--- src/rtl/spi_tx.sv ---
// SPI frame transmitter: sends a wake-up edge, the instruction address MSB first,
// then the branch direction bit, with sclk derived from clk by a half-period divider.
module spi_tx #(
   parameter int NUM_ADDR_BITS = 16,
   parameter int HALF_PERIOD   = 2
) (
   input  logic                     clk,
   input  logic                     rst,
   input  logic                     start,
   input  logic [NUM_ADDR_BITS-1:0] inst_addr_in,
   input  logic                     direction_in,
   output logic                     busy,
   output logic                     done,
   output logic                     cs,
   output logic                     mosi,
   output logic                     sclk
);

   localparam int                EDGE_W       = $clog2(NUM_ADDR_BITS + 2);
   localparam logic [EDGE_W-1:0] EDGE_LAST    = EDGE_W'(NUM_ADDR_BITS + 1);
   localparam logic [EDGE_W-1:0] CS_HIGH_FROM = EDGE_W'(NUM_ADDR_BITS - 1);
   localparam logic [7:0]        HALF_LAST    = 8'(HALF_PERIOD - 1);

   typedef enum logic {IDLE, SHIFT} state_t;

   state_t                  state, state_nxt;
   logic [7:0]              half_cnt, half_cnt_nxt;
   logic [EDGE_W-1:0]       edge_cnt, edge_cnt_nxt;
   logic [NUM_ADDR_BITS:0]  shadow, shadow_nxt;
   logic                    cs_nxt, mosi_nxt, sclk_nxt, done_nxt;

   always_ff @(posedge clk) begin
      if (rst) begin
         state    <= IDLE;
         half_cnt <= '0;
         edge_cnt <= '0;
         cs       <= 1'b1;
         mosi     <= 1'b0;
         sclk     <= 1'b0;
         done     <= 1'b0;
      end else begin
         state    <= state_nxt;
         half_cnt <= half_cnt_nxt;
         edge_cnt <= edge_cnt_nxt;
         cs       <= cs_nxt;
         mosi     <= mosi_nxt;
         sclk     <= sclk_nxt;
         done     <= done_nxt;
      end
   end

   // Frame payload {addr, direction}; its MSB is the next bit to present on mosi.
   always_ff @(posedge clk) begin
      shadow <= shadow_nxt;
   end

   always_comb begin
      state_nxt    = state;
      half_cnt_nxt = half_cnt;
      edge_cnt_nxt = edge_cnt;
      shadow_nxt   = shadow;
      cs_nxt       = cs;
      mosi_nxt     = mosi;
      sclk_nxt     = sclk;
      done_nxt     = 1'b0;

      case (state)
         IDLE: begin
            cs_nxt       = 1'b1;
            mosi_nxt     = 1'b0;
            sclk_nxt     = 1'b0;
            half_cnt_nxt = '0;
            edge_cnt_nxt = '0;
            if (start) begin
               state_nxt  = SHIFT;
               shadow_nxt = {inst_addr_in, direction_in};
               cs_nxt     = 1'b0;
            end
         end

         SHIFT: begin
            if (half_cnt == HALF_LAST) begin
               half_cnt_nxt = '0;
               if (!sclk) begin
                  sclk_nxt = 1'b1;
               end else begin
                  sclk_nxt = 1'b0;
                  if (edge_cnt == EDGE_LAST) begin
                     state_nxt    = IDLE;
                     done_nxt     = 1'b1;
                     cs_nxt       = 1'b1;
                     mosi_nxt     = 1'b0;
                     edge_cnt_nxt = '0;
                  end else begin
                     // Start of the next edge's low phase: the only point cs/mosi move.
                     edge_cnt_nxt = edge_cnt + 1'b1;
                     mosi_nxt     = shadow[NUM_ADDR_BITS];
                     shadow_nxt   = {shadow[NUM_ADDR_BITS-1:0], 1'b0};
                     cs_nxt       = (edge_cnt >= CS_HIGH_FROM);
                  end
               end
            end else begin
               half_cnt_nxt = half_cnt + 8'd1;
            end
         end

         default: state_nxt = IDLE;
      endcase
   end

   assign busy = (state == SHIFT);

endmodule

--- config.mk ---
export PLATFORM = sky130hd
export DESIGN_NAME = spi_tx
export DESIGN_NICKNAME = d
export VERILOG_FILES = /design/src/rtl/spi_tx.sv
export SDC_FILE = /design/constraint.sdc
export NUM_CORES = 1
export LEC_CHECK = 0
export BUFFER_PORTS_ARGS = -buffer_cell sky130_fd_sc_hd__clkbuf_2
export CORE_UTILIZATION = 32
export CTS_CLUSTER_SIZE = 24
export DETAILED_ROUTE_END_ITERATION = 6
export GPL_TIMING_DRIVEN = 1
export HOLD_SLACK_MARGIN = 0.03
export PLACE_DENSITY = 0.49
export SLEW_MARGIN = 20
export SYNTH_ARGS = -nofsm -noshare
export SYNTH_HDL_FRONTEND = slang
export SYNTH_SLANG_ARGS = --single-unit
export TNS_END_PERCENT = 1
--- constraint.sdc ---
create_clock -name clk -period 4.4 [get_ports clk]
set_input_delay 0.88 -clock clk [delete_from_list [all_inputs] [get_ports clk]]
set_output_delay 0.88 -clock clk [all_outputs]
set_load 0.01 [all_outputs]
==> impl_summary.md <==
GRT
The number of global-route vias before repair came to 1109. In the global route stage, overall resource usage came out at 12.8%. The number of antenna violations at the first check in global routing is 0. Entering global routing, the biggest net connects 24 pins.

The total overflow left after global routing is 0. The wire length of the first global-routing pass is 5.02 mm.

Logic synthesis
Of the synthesized area, sequential elements account for 55.5%. Counting flops and latches in the post-synthesis netlist gives 35. The main combinational cell family by area after synthesis is simple AND/OR/NAND/NOR gates. The fraction of registers with async set/reset is 0%. A synthesized cell averages 11.8 um2. The simple-gate share of the synthesized area is 15.6%. The dominant register cell in the synthesized netlist is sky130_fd_sc_hd__dfxtp_1. The total of warnings raised by yosys is 0.

The portion of synthesized area spent on multiplexers is 11.5%. The instance count of the mapped netlist is 133. The adder-cell share of the synthesized area is 3.98%.

The total standard cell area after synthesis is 1570 um2. The distinct cell type count of the synthesized netlist is 36. After Yosys synthesis, XOR and XNOR cells account for 1.67% of the synthesized area.

The post-synthesis compound-gate area fraction is 9.32%. The number of enable-type register cells in the synthesized netlist is 17. Counting every net in the synthesized netlist gives 158.

Placement
OpenSTA, run right after detailed placement, puts the worst setup slack at 2120 ps. After detailed placement, the total cell area comes to 1760 um2. The number of port buffers is 24.

Detailed placement ended at an HPWL of 2.07 mm. The weighted congestion reported at the end of routability-driven placement is 0.743.

Outcome
The run finished with clean final reports.

Cells and area
The count of antenna diodes in the layout is 0. The leading cell type in the layout, fill and taps excluded is sky130_fd_sc_hd__clkbuf_2. The top cell types in the final layout, fill and taps aside, are 24 x sky130_fd_sc_hd__clkbuf_2, 18 x sky130_fd_sc_hd__dfxtp_1, 17 x sky130_fd_sc_hd__edfxtp_1, 16 x sky130_fd_sc_hd__mux2_2, 8 x sky130_fd_sc_hd__a21oi_1. The multi-input combinational cells in the finished layout cover a total of 661 um2.

Of the cells placed in the final design, the portion with a size suffix greater than 1 is 28.6%. The number of fill cells in the layout is 471. Relative to the synthesized area, the layout overhead comes to 17.3%. The area taken by flip-flops and latches is 871 um2. After the last flow step, the layout net total stands at 185. Summing all non-filler instances in the final layout gives an area of 1840 um2.

Clock tree
TritonCTS created 5 clock buffers. Buffers added to address setup during post-CTS repair amount to 0. Clock-pin slew was measured on the worst setup and hold paths at 70 ps. The total of cells resized after clock tree synthesis is 0. CTS saw 35 sinks.

The number of levels the H-tree was split into is 2. The largest buffer count on any clock path is 2. The CTS tree is built.

The clock latency on the worst-skew pair is 280 ps. The clock tree root buffer cell is sky130_fd_sc_hd__clkbuf_8. For this design, the CTS-stage hold fixing added 0 buffers.

Setup path
The number of cells traversed by the worst register-to-register path is 5. Data on the critical path is required at its endpoint by 3520 ps. The kind of end point of the critical path is a primary output. Along the worst path, the maximum fanout reaches 23. The kind of launch point of the worst setup path is a flip-flop. The kind of cell with the highest combined delay on the critical path is flip-flops.

The critical path goes through clkbuf_2. The start of the worst register-to-register path is half_cnt[0]. In this run the critical register-to-register path is captured at shadow[12]. The critical path in this run is classified as flip-flop to primary output. The number of cells on the critical path is 1. Together, buffers and inverters on the worst path number 1. The delay of the slowest cell on the worst path is 890 ps.

For this design, the slowest cell found on the critical path is sky130_fd_sc_hd__dfxtp_1. The arrival time of data at the critical path endpoint is 1440 ps. In this run the worst setup path begins at busy. The register-to-register path setup slack is 2110 ps.

Floorplan
The starting utilization of the core area is 33.2%. Pin placement for this block handled 25 I/O pins. The width of the die is 72.1 um. After floorplanning, the core was sized to cover 4720 um2. The vertical die dimension is 72.1 um. The standard-cell row count is 25.

The floorplan step defined a die boundary enclosing 5190 um2.

Timing
Setup violations remaining at the end of the flow were counted as 0. The setup skew after layout is 3.72 ps. At the pin with the least slew margin, the transition time is 870 ps. The worst path meets setup with 2080 ps of slack. The final number of hold-violating endpoints is 0. The total count of max-transition violations in the final report is 0. Setup repair after global routing left no endpoint under its margin. Of the available clock period, the critical path in the final layout requires 52.6%.

The final critical path time including I/O delays and setup is 2320 ps. The final-layout setup total negative slack is 0 ps. The worst relative slew slack is 42.0%. The fmax is 432 MHz.

Routing
The number of optimization iterations in the first detailed-route pass is 4. Once detail routing completed, the nets flagged for antenna violations numbered 0. The detailed-route DRC error count is 0.

After detailed routing, the total wire length is 2.97 mm. After detailed routing, the number of vias per cell comes to 4.86. The routed layout has 1109 vias. The detailed router's first-iteration violation count is 48. The average detailed-routed wire length per instance is 13.0 um.

Power
The cell leakage power is 0.000636 uW. Total power for the finished layout comes to 630 uW. IR analysis of the VDD net gives a maximum drop of 170 uV. For this design the ratio of total power to cell area is 342 nW/um2.

Worst hold path
In this run the most critical hold path is launched from half_cnt[0]. Along the worst hold path, the cell count comes to 1. The path type of the worst min-delay path is flip-flop to flip-flop. The worst hold endpoint is half_cnt[0].

Flow run
The tool flagged a number of max-cap violations equal to 0.
[worst max-delay path by stage]
stage | end | slack, ps
6_report | busy | 2080
5_1_grt | busy | 1930
4_1_cts | busy | 2040
3_5_place_dp | shadow[11] | 2120
3_3_place_gp | shadow[9] | 2230
2_1_floorplan | shadow[0] | 1910
[metal layers]
layer	up-vias	global-route usage, %	wire length (um)	share of wire [%]
li1	556	-	-	-
met1	517	14.3	1360	46
met2	29	21.7	1420	48
met3	7	4.58	133	4.5
met4	0	6.54	53	1.8
met5	-	0	0	0
[per-stage QoR]
step / std cells / utilization (%) / hold slack [ps]
floorplan: 133 / - / 445
global placement: 220 / 37.3 / 463
detailed placement: 220 / 37.3 / 475
CTS: 228 / 39.0 / 488
global route: 228 / 39.0 / 526
finish: 228 / 39.0 / 484
[sequential cells by signal, summed over array words and instances, names as in the netlist]
name / flops
cs: 1
sclk: 1
shadow: 17
busy: 1
edge_cnt: 5
half_cnt: 8
mosi: 1
done: 1
[logic make-up after synthesis]
kind of cell / after synthesis
and+or+nand+nor: 40
DFF: 35
AOI/OAI and AO/OA: 24
muxes: 16
buffers and inverters: 10
adders and majority gates: 5
xor gates and xnor gates: 3
[Yosys cell counts, drive strengths merged (3+ instances only)]
master   n  area (um2)
a21oi    8        40.0
clkbuf   3        11.3
dfxtp   18         360
edfxtp  17         510
ha       5        62.6
inv      5        18.8
mux2    16         180
nand2    3        11.3
nand3    5        25.0
nor2     7        26.3
nor2b    4        25.0
nor4     3        18.8
o21ai    7        35.0
o31ai    3        22.5
or3      4        25.0
[power by group]
part	switching, uW	internal, uW	leakage (uW)	total (uW)
clock network	107	112	0.0000395	219
registers	8.75	358	0.000308	367
logic	20.0	24.6	0.000289	44.5
[final cells by class]
type,count,share of cell area [%]
Timing Repair Buffer,25,6.93
Tap cell,67,4.55
Sequential cell,35,47.3
Clock buffer,8,4.35
Multi-Input combinational cell,88,35.9
Inverter,5,1.02
No activity file was read; power rests on OpenSTA's default activity.
